File: src/rtl/paddle_driver.sv
// rtl/paddle_driver.sv - button synchroniser/debouncer and rate-limited paddle position stepper
module paddle_driver #(
  parameter int DEBOUNCE_CYCLES = 250000,
  parameter int STEP_DIV        = 500000,
  parameter int STEP            = 4,
  parameter int Y_MIN           = 20,
  parameter int Y_MAX           = 460,
  parameter int BAT_SMALL       = 60,
  parameter int BAT_LARGE       = 100,
  parameter int P1_INIT         = 210,
  parameter int P2_INIT         = 210
) (
  input  logic        clk,
  input  logic        rst,
  input  logic        p1_up,
  input  logic        p1_dn,
  input  logic        p2_up,
  input  logic        p2_dn,
  input  logic        bat_size,
  input  logic        freeze,
  output logic [10:0] p1_y,
  output logic [10:0] p2_y,
  output logic        tick
);

  localparam int DW = $clog2(DEBOUNCE_CYCLES + 1);
  localparam int TW = $clog2(STEP_DIV + 1);
  localparam logic [DW-1:0] DB_LAST   = DW'(DEBOUNCE_CYCLES - 1);
  localparam logic [TW-1:0] TICK_LAST = TW'(STEP_DIV - 1);
  localparam logic [11:0]   STEP_W    = 12'(STEP);
  localparam logic [11:0]   Y_MIN_W   = 12'(Y_MIN);
  localparam logic [10:0]   LIM_SMALL = 11'(Y_MAX - BAT_SMALL);
  localparam logic [10:0]   LIM_LARGE = 11'(Y_MAX - BAT_LARGE);

  // Bit order everywhere: {p2_dn, p2_up, p1_dn, p1_up}
  logic [3:0]    raw;
  logic [3:0]    sync1;
  logic [3:0]    sync2;
  logic [3:0]    db;
  logic [DW-1:0] db_cnt [4];
  logic [TW-1:0] tick_cnt;
  logic [10:0]   lim;
  logic [10:0]   p1_next;
  logic [10:0]   p2_next;

  assign raw = {p2_dn, p2_up, p1_dn, p1_up};

  // Two-flop synchroniser for the asynchronous button inputs
  always_ff @(posedge clk or negedge rst) begin
    if (!rst) begin
      sync1 <= '0;
      sync2 <= '0;
    end else begin
      sync1 <= raw;
      sync2 <= sync1;
    end
  end

  // Debounce: accept a new level only after it has differed from the
  // debounced state for DEBOUNCE_CYCLES consecutive cycles; any return to
  // the old level (the only possible change of a 1-bit input) restarts it
  always_ff @(posedge clk or negedge rst) begin
    if (!rst) begin
      db <= '0;
      for (int i = 0; i < 4; i++) db_cnt[i] <= '0;
    end else begin
      for (int i = 0; i < 4; i++) begin
        if (sync2[i] == db[i]) begin
          db_cnt[i] <= '0;
        end else if (db_cnt[i] == DB_LAST) begin
          db[i]     <= sync2[i];
          db_cnt[i] <= '0;
        end else begin
          db_cnt[i] <= db_cnt[i] + 1'b1;
        end
      end
    end
  end

  // Free-running movement rate counter; freeze does not stop it
  always_ff @(posedge clk or negedge rst) begin
    if (!rst) begin
      tick_cnt <= '0;
    end else if (tick_cnt == TICK_LAST) begin
      tick_cnt <= '0;
    end else begin
      tick_cnt <= tick_cnt + 1'b1;
    end
  end

  assign tick = (tick_cnt == TICK_LAST);
  assign lim  = bat_size ? LIM_LARGE : LIM_SMALL;

  // Clamp beats freeze beats movement; opposing buttons cancel out
  function automatic logic [10:0] step_y(input logic [10:0] y, input logic up,
                                         input logic dn, input logic [10:0] limit,
                                         input logic tk, input logic frz);
    logic signed [11:0] dec;
    logic [11:0]        inc;
    dec    = $signed({1'b0, y}) - $signed(STEP_W);
    inc    = {1'b0, y} + STEP_W;
    step_y = y;
    if (y > limit) begin
      step_y = limit;
    end else if (frz) begin
      step_y = y;
    end else if (tk && up && !dn) begin
      step_y = (dec < $signed(Y_MIN_W)) ? Y_MIN_W[10:0] : dec[10:0];
    end else if (tk && dn && !up) begin
      step_y = (inc > {1'b0, limit}) ? limit : inc[10:0];
    end
  endfunction

  // Next paddle positions from the debounced buttons
  always_comb begin
    p1_next = step_y(p1_y, db[0], db[1], lim, tick, freeze);
    p2_next = step_y(p2_y, db[2], db[3], lim, tick, freeze);
  end

  // Paddle position registers
  always_ff @(posedge clk or negedge rst) begin
    if (!rst) begin
      p1_y <= 11'(P1_INIT);
      p2_y <= 11'(P2_INIT);
    end else begin
      p1_y <= p1_next;
      p2_y <= p2_next;
    end
  end

endmodule
File: config.mk
export PLATFORM = sky130hd
export DESIGN_NAME = paddle_driver
export DESIGN_NICKNAME = d
export VERILOG_FILES = /design/src/rtl/paddle_driver.sv
export SDC_FILE = /design/constraint.sdc
export NUM_CORES = 1
export LEC_CHECK = 0
export BUFFER_PORTS_ARGS = -buffer_cell sky130_fd_sc_hd__buf_2
export CORE_MARGIN = 2
export CORE_UTILIZATION = 40
export CTS_CLUSTER_SIZE = 12
export DETAILED_ROUTE_END_ITERATION = 16
export PLACE_DENSITY = 0.64
export SLEW_MARGIN = 20
export SYNTH_ARGS = -nofsm -noshare
export SYNTH_HDL_FRONTEND = slang
export SYNTH_SLANG_ARGS = --single-unit
File: constraint.sdc
create_clock -name clk -period 8.2 [get_ports clk]
set_clock_uncertainty 0.05 [all_clocks]
set_input_delay 0.82 -clock clk [delete_from_list [all_inputs] [get_ports clk]]
set_output_delay 0.82 -clock clk [all_outputs]
set_load 0.02 [all_outputs]
==> metrics.txt <==
# TYPE chip_impl_metric gauge
chip_impl_metric{name="ys.warnings.count",unit=""} 0
chip_impl_metric{name="pwr_density_cell",unit="nW/um2"} 222
chip_impl_info{name="synth_area_leaders",value="dfrtp_1, nor2_1, xnor2_1"} 1
chip_impl_metric{name="cts_setup_buffers",unit=""} 0
chip_impl_metric{name="synth_enable_flop_cells",unit=""} 0
chip_impl_metric{name="pin_count",unit=""} 31
chip_impl_metric{name="setup_violations",unit=""} 0
chip_impl_metric{name="die_h",unit="um"} 139
chip_impl_metric{name="post_cts_resize_count",unit=""} 0
chip_impl_info{name="status",value="finished, final reports clean"} 1
chip_impl_info{name="cp-start-kind",value="input port"} 1
chip_impl_metric{name="postSynthAreaPerCell",unit="um2"} 9.17
chip_impl_metric{name="drtIter0Drc",unit=""} 395
chip_impl_metric{name="max_cap_viol_count",unit=""} 0
chip_impl_metric{name="mappedNetlistArea",unit="um2"} 7320
chip_impl_info{name="ys_dominant_reg_cell",value="dfrtp_1"} 1
chip_impl_metric{name="postRouteAntennaNets",unit=""} 0
chip_impl_info{name="synth_area_leader_cell",value="dfrtp_1"} 1
chip_impl_metric{name="half_perimeter_wire_length_after_placement",unit="um"} 10400
chip_impl_metric{name="vias_in_the_first_global_route",unit=""} 5491
chip_impl_metric{name="setup_total_negative_slack",unit="ns"} 0
chip_impl_metric{name="synth_top_area_frac",unit=""} 0.393
chip_impl_metric{name="timing.fmax",unit="MHz"} 268
chip_impl_metric{name="dp_slack",unit="ns"} 4.11
chip_impl_metric{name="latest_clock_arrival_within_the_worst_skew_pair",unit="ns"} 0.42
chip_impl_metric{name="fin_crit_sh",unit=""} 0.455
chip_impl_metric{name="number_of_hold_buffers_added_after_cts",unit=""} 0
chip_impl_metric{name="antenna_cells",unit=""} 0
chip_impl_metric{name="power_frac_clock",unit=""} 0.408
chip_impl_metric{name="p_leak",unit="uW"} 0.00346
chip_impl_metric{name="fin_crit",unit="ns"} 3.74
chip_impl_metric{name="grt_util_all_layers",unit=""} 0.165
chip_impl_info{name="timing.hold.worst.class",value="reg2reg"} 1
chip_impl_metric{name="tightest_slew",unit="ns"} 0.852
chip_impl_metric{name="worst-endpoint-required",unit="ns"} 8.48
chip_impl_metric{name="htreeDepth",unit=""} 4
chip_impl_metric{name="postSynthRegisterBits",unit=""} 123
chip_impl_metric{name="antenna_found_initial",unit=""} 0
chip_impl_metric{name="tritoncts_buffers",unit=""} 17
chip_impl_metric{name="io_buffer_count",unit=""} 28
chip_impl_metric{name="detailedRoute.firstPassIterationCount",unit=""} 4
chip_impl_info{name="rsz0062_at_grt",value="no"} 1
chip_impl_info{name="criticalPathCategory",value="in2reg"} 1
chip_impl_info{name="timing.critical_path.to_type",value="flip-flop"} 1
chip_impl_metric{name="fin_area",unit="um2"} 8200
chip_impl_metric{name="fp.coreArea",unit="um2"} 18000
chip_impl_metric{name="number_of_max_slew_violations_in_the_final_report",unit=""} 0
chip_impl_metric{name="detail_route.drc_violations",unit=""} 0
chip_impl_info{name="cts_tree",value="built"} 1
chip_impl_metric{name="routed-via-count",unit=""} 5722
chip_impl_metric{name="cts.clk_slew.worst_paths",unit="ns"} 0.05
chip_impl_metric{name="areaGrowthSynthToFinish",unit="%"} 12.0
chip_impl_info{name="clock_tree.root_cell",value="clkbuf_16"} 1
chip_impl_metric{name="synth_sequential_area_ratio",unit=""} 0.422
chip_impl_metric{name="dieWidth",unit="um"} 139
chip_impl_metric{name="grt_start_max_net_pins",unit=""} 70
chip_impl_metric{name="timing.final.hold_violations",unit=""} 0
chip_impl_metric{name="critical_path_peak_fanout",unit=""} 18
chip_impl_metric{name="power.ir.vdd_worst",unit="uV"} 153
chip_impl_metric{name="power.switching_fraction",unit=""} 0.305
chip_impl_metric{name="grt_first_pass_wirelength",unit="um"} 26500
chip_impl_metric{name="cts_max_path_buffers",unit=""} 2
chip_impl_metric{name="floorplan.rows",unit=""} 49
chip_impl_metric{name="place.gp.congestion",unit=""} 0.904
chip_impl_metric{name="synthDistinctLibCells",unit=""} 80
chip_impl_metric{name="layout-drive-gt1-share",unit=""} 0.101
chip_impl_metric{name="initial_utilization",unit=""} 0.408
chip_impl_metric{name="syn_inst_count",unit=""} 799
chip_impl_metric{name="clock_net_sink_count",unit=""} 123
chip_impl_metric{name="postLayoutSetupSlackWorst",unit="ns"} 4.46
chip_impl_metric{name="net-switching-power",unit="uW"} 556
chip_impl_metric{name="worst_slew_margin_rel",unit=""} 0.432
chip_impl_metric{name="final_layout_net_count",unit=""} 855
chip_impl_metric{name="route.detailed.vias_per_inst",unit=""} 5.41
chip_impl_metric{name="avgRoutedWirePerCell",unit="um"} 14.4
chip_impl_metric{name="cell_internal_pwr",unit="uW"} 1270
chip_impl_metric{name="design.die.area",unit="um2"} 19400
chip_impl_metric{name="async_reset_ff_frac",unit=""} 1.00
chip_impl_metric{name="gr-total-overflow",unit=""} 0
chip_impl_metric{name="share_comb_of_total_power",unit=""} 0.196
chip_impl_metric{name="cp.arrival",unit="ns"} 4.02
chip_impl_metric{name="totalWireLength",unit="um"} 15300
chip_impl_metric{name="dpl_cell_area",unit="um2"} 7630
chip_impl_metric{name="pwr-share-seq",unit=""} 0.396
-- sequential cells by signal (all words and copies together) (netlist names) --
register / flops
db: 4
db_cnt: 72
p1_y: 10
p2_y: 10
sync1: 4
sync2: 4
tick_cnt: 19
-- power by group through the flow --
stage / combinational (uW) / sequential [uW] / clock, uW
CTS: 357 / 719 / 758
global placement: 350 / 728 / 0
floorplan: 277 / 701 / 0
global route: 402 / 728 / 786
detailed placement: 355 / 730 / 0
finish: 358 / 721 / 744
-- path summary, 6_finish.rpt --
path / from / endpoint / slack (ns) / cells after the start
worst max register to register: p1_y[2] / p1_y[2] / 5.00 / 11
max in group asynchronous: rst / tick_cnt[11] / 6.42 / 2
worst min-delay path: sync1[0] / sync2[0] / 0.29 / 0
worst max-delay path: bat_size / p1_y[3] / 4.46 / 10
worst min register to register: sync1[0] / sync2[0] / 0.29 / 0
min in group asynchronous: rst / db_cnt[56] / 0.45 / 1
-- cell families (layout without fill, tap and decap cells) --
| group | count (synthesis) | count (layout) | synth area share |
|---|---|---|---|
| other | 1 | 4 | 0.000512 |
| adder cells (fa/ha/maj) | 31 | 31 | 0.0530 |
| AND/OR/NAND/NOR | 376 | 376 | 0.264 |
| XOR/XNOR | 93 | 93 | 0.111 |
| buffers and inverters | 55 | 81 | 0.0311 |
| multiplexers | 9 | 9 | 0.0133 |
| flip-flops | 123 | 123 | 0.422 |
| AO/OA/AOI/OAI | 111 | 111 | 0.105 |
-- cell usage in the layout (no fill, tap or decap), drive strengths merged, types with 7 or more instances in the layout --
| cell type | count |
|---|---|
| buf | 30 |
| clkbuf | 23 |
| nor3 | 20 |
| and3 | 17 |
| nand2 | 47 |
| nand4 | 20 |
| nor2 | 119 |
| nand2b | 7 |
| a21oi | 24 |
| xnor2 | 49 |
| xor2 | 44 |
| or3 | 10 |
| nand3 | 70 |
| dfstp | 8 |
| o21ai | 26 |
| inv | 19 |
| ha | 31 |
| nor2b | 15 |
| dfrtp | 115 |
| nor4 | 13 |
-- Yosys cell counts, types with 4 or more instances --
library cell  instances
a31oi_1               6
buf_1                 4
nand3b_1              4
and2_1                4
buf_2                 4
nand3_1              70
or3_1                10
ha_1                 31
nand2b_1              7
and4_1                5
nor4b_1               4
and3_1               17
inv_1                19
nor3_1               19
dfstp_2               8
dfrtp_1             115
o21ai_1              13
a21o_1                6
xnor2_1              49
xor2_1               44
or2_2                 4
nand2_1              47
mux2_2                5
o21ai_0              13
clkbuf_1             23
a21oi_1              23
nor4_1               11
nand4_1              19
nor2b_1              15
o211ai_1              6
nor2_1              119
-- final cells by class --
cell class                 count  area (um2)
sequential                   123        3090
clock buffer                  23         458
clock inverter                 8         119
timing repair buffer          30         158
fill                        1725        9760
inverter                      20        75.1
multi-input combinational    624        4020
tap                          229         287
-- critical path, cell delays in order --
cell	delay, ns
buf_2	0.33
clkinv_1	0.50
ha_1	0.49
a21oi_1	0.15
nor2b_1	0.06
o311ai_1	0.54
nand2_1	0.32
nor3_1	0.48
a21oi_1	0.14
o211ai_1	0.19
-- metrics by stage --
stage | hold slack, ns | std cells | utilization | power (uW)
2_1_floorplan | 0.281 | 802 | - | 977
3_3_place_gp | 0.285 | 1026 | 0.425 | 1080
3_5_place_dp | 0.285 | 1026 | 0.425 | 1080
4_1_cts | 0.297 | 1057 | 0.457 | 1830
5_1_grt | 0.299 | 1057 | 0.457 | 1920
6_report | 0.295 | 1057 | 0.457 | 1820
-- layer usage --
metal | track usage | vias up | share of wire
met5 | 0 | - | 0
met2 | 0.248 | 99 | 0.44
met1 | 0.231 | 2730 | 0.50
li1 | - | 2871 | -
met4 | 0.0718 | 0 | 0.018
met3 | 0.0351 | 22 | 0.037
(Power assumes the default switching activity.)
